File: config.mk
export PLATFORM = sky130hd
export DESIGN_NAME = vtage_update_ctrl
export DESIGN_NICKNAME = d
export VERILOG_FILES = /design/src/rtl/vtage_update_ctrl.sv
export SDC_FILE = /design/constraint.sdc
export NUM_CORES = 1
export LEC_CHECK = 0
export ABC_AREA = 1
export ABC_CLOCK_PERIOD_IN_PS = 3140
export CAP_MARGIN = 5
export CORE_ASPECT_RATIO = 2
export CORE_MARGIN = 10
export CORE_UTILIZATION = 53
export CTS_BUF_LIST = sky130_fd_sc_hd__clkbuf_2 sky130_fd_sc_hd__clkbuf_4 sky130_fd_sc_hd__clkbuf_8
export DETAILED_ROUTE_END_ITERATION = 7
export MAX_ROUTING_LAYER = met4
export PLACE_DENSITY = 0.84
export SKIP_CTS_REPAIR_TIMING = 1
export SYNTH_ARGS = -nofsm -noshare
export SYNTH_HDL_FRONTEND = slang
export SYNTH_SLANG_ARGS = --single-unit
File: constraint.sdc
create_clock -name clk_i -period 3.14 [get_ports clk_i]
set_input_delay 0.942 -clock clk_i [delete_from_list [all_inputs] [get_ports clk_i]]
set_output_delay 0.942 -clock clk_i [all_outputs]
set_load 0.01 [all_outputs]
File: src/rtl/vtage_update_ctrl.sv
// VTAGE feedback update controller: buffers validation results, computes new
// confidence/usefulness/value fields and serializes them onto the table write port.
module vtage_update_ctrl #(
  parameter int P_NUM_PRED       = 2,
  parameter int P_NUM_ENTRIES    = 1024,
  parameter int P_CONF_WIDTH     = 8,
  parameter int P_U_WIDTH        = 2,
  parameter int P_FIFO_DEPTH     = 4,
  parameter int P_U_RESET_PERIOD = 256,
  localparam int LP_INDEX_WIDTH  = $clog2(P_NUM_ENTRIES)
) (
  input  logic                                          clk_i,
  input  logic                                          rst_i,
  input  logic [P_NUM_PRED-1:0]                         fb_valid_i,
  input  logic [P_NUM_PRED-1:0][31:0]                   fb_actual_i,
  input  logic [P_NUM_PRED-1:0][LP_INDEX_WIDTH-1:0]     fb_index_i,
  input  logic [P_NUM_PRED-1:0][P_CONF_WIDTH:0]         fb_conf_i,
  input  logic [P_NUM_PRED-1:0][P_U_WIDTH-1:0]          fb_useful_i,
  input  logic [P_NUM_PRED-1:0]                         fb_mispredict_i,
  output logic                                          fb_ready_o,
  output logic                                          wr_valid_o,
  input  logic                                          wr_ready_i,
  output logic [LP_INDEX_WIDTH-1:0]                     wr_index_o,
  output logic [31:0]                                   wr_value_o,
  output logic                                          wr_value_en_o,
  output logic [P_CONF_WIDTH:0]                         wr_conf_o,
  output logic [P_U_WIDTH-1:0]                          wr_useful_o,
  output logic                                          wr_sweep_o,
  output logic                                          sweep_active_o
);

  // state   | meaning
  // UPDATE  | output stage fed from the update FIFO, ucnt counts transfers
  // SWEEP   | output stage walks every entry clearing usefulness, ucnt frozen

  localparam int LP_CW     = P_CONF_WIDTH + 1;
  localparam int LP_PTR_W  = $clog2(P_FIFO_DEPTH);
  localparam int LP_CNT_W  = LP_PTR_W + 1;
  localparam int LP_UCNT_W = $clog2(P_U_RESET_PERIOD + 1);

  localparam logic [LP_CW-1:0]          LP_CMAX      = '1;
  localparam logic [P_U_WIDTH-1:0]      LP_UMAX      = '1;
  localparam logic [LP_INDEX_WIDTH-1:0] LP_LAST_IDX  = LP_INDEX_WIDTH'(P_NUM_ENTRIES - 1);
  localparam logic [LP_UCNT_W-1:0]      LP_UCNT_LAST = LP_UCNT_W'(P_U_RESET_PERIOD - 1);
  localparam logic [LP_CNT_W-1:0]       LP_DEPTH     = LP_CNT_W'(P_FIFO_DEPTH);
  localparam logic [LP_CNT_W-1:0]       LP_NPRED     = LP_CNT_W'(P_NUM_PRED);

  typedef enum logic {ST_UPDATE, ST_SWEEP} state_t;

  typedef struct packed {
    logic [31:0]               actual;
    logic [LP_INDEX_WIDTH-1:0] idx;
    logic [LP_CW-1:0]          conf;
    logic [P_U_WIDTH-1:0]      useful;
    logic                      mispredict;
  } fb_entry_t;

  fb_entry_t             mem [P_FIFO_DEPTH];
  fb_entry_t             head;
  logic [LP_PTR_W-1:0]   wr_ptr, rd_ptr, slot;
  logic [LP_PTR_W-1:0]   lane_slot [P_NUM_PRED];
  logic [LP_CNT_W-1:0]   count, count_n, push_cnt;
  logic                  push, pop, fb_ready_n;

  state_t                state, state_n;
  logic [LP_UCNT_W-1:0]  ucnt, ucnt_n;
  logic                  xfer, feed;

  logic [LP_CW-1:0]          upd_conf;
  logic [P_U_WIDTH-1:0]      upd_useful;
  logic                      upd_ven;
  logic [31:0]               upd_value;

  logic                      nxt_valid, nxt_sweep, nxt_ven;
  logic [LP_INDEX_WIDTH-1:0] nxt_index;
  logic [31:0]               nxt_value;
  logic [LP_CW-1:0]          nxt_conf;
  logic [P_U_WIDTH-1:0]      nxt_useful;

  // Valid lanes pack into consecutive slots in ascending lane order.
  always_comb begin
    slot     = wr_ptr;
    push_cnt = '0;
    for (int l = 0; l < P_NUM_PRED; l++) begin
      lane_slot[l] = slot;
      if (fb_valid_i[l]) begin
        slot     = slot + LP_PTR_W'(1);
        push_cnt = push_cnt + LP_CNT_W'(1);
      end
    end
  end

  assign push = fb_ready_o && (push_cnt != '0);

  always_ff @(posedge clk_i) begin
    if (push) begin
      for (int l = 0; l < P_NUM_PRED; l++) begin
        if (fb_valid_i[l]) begin
          mem[lane_slot[l]] <= '{actual:     fb_actual_i[l],
                                 idx:        fb_index_i[l],
                                 conf:       fb_conf_i[l],
                                 useful:     fb_useful_i[l],
                                 mispredict: fb_mispredict_i[l]};
        end
      end
    end
  end

  assign head = mem[rd_ptr];

  always_comb begin
    upd_conf   = '0;
    upd_useful = '0;
    upd_ven    = 1'b0;
    upd_value  = '0;
    if (!head.mispredict) begin
      upd_conf   = (head.conf == LP_CMAX) ? LP_CMAX : head.conf + LP_CW'(1);
      upd_useful = (head.useful == LP_UMAX) ? LP_UMAX : head.useful + P_U_WIDTH'(1);
    end else if (head.useful != '0) begin
      upd_useful = head.useful - P_U_WIDTH'(1);
    end else begin
      upd_ven   = 1'b1;
      upd_value = head.actual;
    end
  end

  assign xfer           = wr_valid_o && wr_ready_i;
  assign sweep_active_o = (state == ST_SWEEP);

  always_ff @(posedge clk_i or posedge rst_i) begin
    if (rst_i) state <= ST_UPDATE;
    else       state <= state_n;
  end

  always_comb begin
    state_n    = state;
    ucnt_n     = ucnt;
    feed       = 1'b0;
    pop        = 1'b0;
    nxt_valid  = wr_valid_o;
    nxt_sweep  = wr_sweep_o;
    nxt_index  = wr_index_o;
    nxt_conf   = wr_conf_o;
    nxt_useful = wr_useful_o;
    nxt_ven    = wr_value_en_o;
    nxt_value  = wr_value_o;
    case (state)
      ST_UPDATE: begin
        if (xfer) begin
          if (ucnt == LP_UCNT_LAST) begin
            // Sweep write 0 takes the output slot; the FIFO head waits.
            state_n    = ST_SWEEP;
            ucnt_n     = '0;
            nxt_valid  = 1'b1;
            nxt_sweep  = 1'b1;
            nxt_index  = '0;
            nxt_conf   = '0;
            nxt_useful = '0;
            nxt_ven    = 1'b0;
            nxt_value  = '0;
          end else begin
            ucnt_n = ucnt + LP_UCNT_W'(1);
            feed   = 1'b1;
          end
        end else if (!wr_valid_o) begin
          feed = 1'b1;
        end
      end
      ST_SWEEP: begin
        if (xfer) begin
          if (wr_index_o == LP_LAST_IDX) begin
            state_n = ST_UPDATE;
            feed    = 1'b1;
          end else begin
            nxt_index = wr_index_o + LP_INDEX_WIDTH'(1);
          end
        end
      end
    endcase
    if (feed) begin
      pop        = (count != '0);
      nxt_valid  = pop;
      nxt_sweep  = 1'b0;
      nxt_index  = pop ? head.idx   : '0;
      nxt_conf   = pop ? upd_conf   : '0;
      nxt_useful = pop ? upd_useful : '0;
      nxt_ven    = pop ? upd_ven    : 1'b0;
      nxt_value  = pop ? upd_value  : '0;
    end
  end

  // Ready is registered from post-push/pop occupancy, so no path from wr_ready_i.
  assign count_n    = count + (push ? push_cnt : '0) - LP_CNT_W'(pop);
  assign fb_ready_n = (LP_DEPTH - count_n) >= LP_NPRED;

  always_ff @(posedge clk_i or posedge rst_i) begin
    if (rst_i) begin
      wr_ptr        <= '0;
      rd_ptr        <= '0;
      count         <= '0;
      fb_ready_o    <= 1'b1;
      ucnt          <= '0;
      wr_valid_o    <= 1'b0;
      wr_sweep_o    <= 1'b0;
      wr_index_o    <= '0;
      wr_conf_o     <= '0;
      wr_useful_o   <= '0;
      wr_value_en_o <= 1'b0;
      wr_value_o    <= '0;
    end else begin
      if (push) wr_ptr <= slot;
      rd_ptr        <= rd_ptr + LP_PTR_W'(pop);
      count         <= count_n;
      fb_ready_o    <= fb_ready_n;
      ucnt          <= ucnt_n;
      wr_valid_o    <= nxt_valid;
      wr_sweep_o    <= nxt_sweep;
      wr_index_o    <= nxt_index;
      wr_conf_o     <= nxt_conf;
      wr_useful_o   <= nxt_useful;
      wr_value_en_o <= nxt_ven;
      wr_value_o    <= nxt_value;
    end
  end

endmodule

==> impl_metrics.yaml <==
cells_and_area:
  drive_gt1_share_pct: 8.850
  final_cell_mix: "nand2_1 (473), o21ai_0 (308), edfxtp_1 (216), clkdlybuf4s50_1 (170), nor2_1 (120)"
  fillers: 2071
  final_area_sq_um: 17600
  area_growth_syn_to_layout_pct: 23.12
  final_core_util_pct: 65.66
  ff_latch_area_sq_um: 8344
  final_common_cell: "nand2_1"
  multi_input_area_sq_um: 5159
  fin_nets: 1907
synth:
  synth-warning-count: 0
  yosys.area.top_type_share_pct: 45.38
  yosysSeqAreaShare_pct: 58.35
  synth_largest_area_cell: "edfxtp_1"
  async_flop_share_pct: 25.52
  synthCells: 1601
  synth.distinct_cells: 36
  avgSynthCellArea_sq_um: 8.927
  ys_seq_elements: 290
  syn-num-nets: 1732
  synth.area.top_cells: "edfxtp_1 (45%), dfrtp_1 (13%), nand2_1 (13%)"
  ys.flop_type: "edfxtp_1"
  synth_edf_count: 216
  syn_area_sq_um: 14290
routing:
  ant_nets: 0
  vias: 12170
  routed_wl_um: 41490
  first_pass_iters: 6
  first_iter_violations: 893
  drc: 0
  avgRoutedWirePerCell_um: 19.19
  via_per_inst: 5.628
worst_setup_path:
  r2r_start: "count[0]"
  arrival_ns: 3.45
  path_class: "reg2reg"
  cp_max_fo: 5
  critPathCaptureType: "flop"
  cp_data_required_time_ns: 3.62
  startpoint: "count[0]"
  start_kind: "flop"
placement:
  globalplace.congestion: 0.9375
  hpwlAfterDp_um: 28060
  placed_area_sq_um: 16730
  portBuffers: 170
sta:
  slew_violations: 0
  holdWs_ns: 0.4811
  slew_headroom_pct: 51.48
  tightest_slew_ns: 0.7278
  finalCriticalPeriod_ns: 2.966
  setup_tns_ns: 0
  skew_ns: 0.02579
  finalSetupViolations: 0
  clock.fmax_ghz: 0.3371
  rsz0062_at_grt: "false"
  hold_viol_final: 0
  post-route-period-util_pct: 94.47
power:
  power_leakage_nw: 7.661
  powerDensity_nw_per_um2: 918.7
  peakVddDrop_v: 0.0004679
clock_tree:
  h-tree-depth: 2
  clk_path_buf_depth: 3
  worstSkewPairLatency_ns: 0.57
  cts_tree: "done"
  cts_sinks: 290
  clk_pin_slew_ns: 0.07
  cts_made_buffers: 40
  cts_root_buffer: "clkbuf_8"
grt:
  grt_overflow_total: 0
  grt_pass1_wl_um: 64260
  grt_pass1_vias: 12510
  grt_max_degree: 105
  antenna_found_initial: 6
  track_usage_pct: 24.54
status:
  status: "completed"
floorplan:
  die_h_um: 252.2
  coreArea_sq_um: 26800
  start_util_pct: 53.33
  io_pins: 171
  rows: 85
  fp.dieArea_sq_um: 34330
  die_x_um: 136.1
hold_path:
  min-delay-start: "wr_value_o[27]"
  hp-class: "reg2reg"
job:
  cap_viol_max_count: 0
Yosys cell counts (5+ instances only):
master	count
a21oi_1	17
buf_2	23
buf_6	6
clkbuf_1	61
dfrtp_1	73
edfxtp_1	216
ha_1	17
inv_1	108
nand2_1	477
nand2_2	7
nand3_1	77
nor2_1	121
o21ai_0	308
o21ai_1	5
o22ai_1	40
xor2_1	9
critical path: stages, from the launching register on:
cell and delay [ns]:
dfrtp_1 0.39, nor3_1 0.53, inv_1 0.31, nand3_4 0.20, xor2_1 0.16, ha_1 0.15, inv_1 0.05, fa_1 0.51
inv_1 0.07, ha_1 0.19, nor2_1 0.09, o21ai_0 0.08, a21o_1 0.16
worst paths after layout:
check	slack [ns]	endpoint	depth (start not counted)
worst max-delay path	0.17	fb_ready_o	12
max in group asynchronous	1.85	wr_value_o[6]	3
min in group asynchronous	0.68	wr_value_o[31]	2
worst max register to register	0.17	fb_ready_o	12
worst min-delay path	0.48	wr_value_o[27]	2
worst min register to register	0.48	wr_value_o[27]	2
metrics by stage:
step / power [mW] / std cells / worst slack (ns)
final: 16.17 / 2162 / 0.1738
after global routing: 17.15 / 2162 / 0.009549
after CTS: 16.18 / 2156 / 0.2235
after detailed placement: 13.10 / 2082 / -0.3646
after global placement: 12.81 / 2082 / -0.3548
after floorplan: 10.19 / 1601 / 0.02913
report_power, final:
group          switching [mW]  internal (mW)
clock network            1.45           1.63
registers               0.542           5.58
logic                    4.39           2.57
total                    6.39           9.78
layer usage:
layer	vias to the layer above	GRT usage, %	routed length [um]
met5	-	-	0
met4	0	17.15	2676
met3	152	2.886	2667
met2	570	43.08	22540
met1	5699	24.55	13610
li1	5746	-	-
registers in the layout, indices dropped and copies added (netlist names), 3 cells and up:
| name | count |
|---|---|
| wr_value_o | 32 |
| count | 3 |
| mem | 216 |
| wr_index_o | 10 |
| ucnt | 9 |
| wr_conf_o | 9 |
logic make-up after synthesis:
| group | share of synthesized area [%] |
|---|---|
| compound gates | 13.77 |
| xor+xnor | 0.7354 |
| fa+ha+maj | 1.628 |
| buf+inv | 5.962 |
| flops | 58.35 |
| simple gates | 19.56 |
final cells by class:
type                            instances  area share (%)
Timing Repair Buffer                  227           13.52
Inverter                              110           2.368
Tap cell                              348           2.474
Clock buffer                           62           4.316
Clock inverter                         12          0.4977
Antenna cell                            6         0.08532
Sequential cell                       290           47.42
Multi-Input combinational cell       1107           29.32
(Power assumes the default switching activity.)
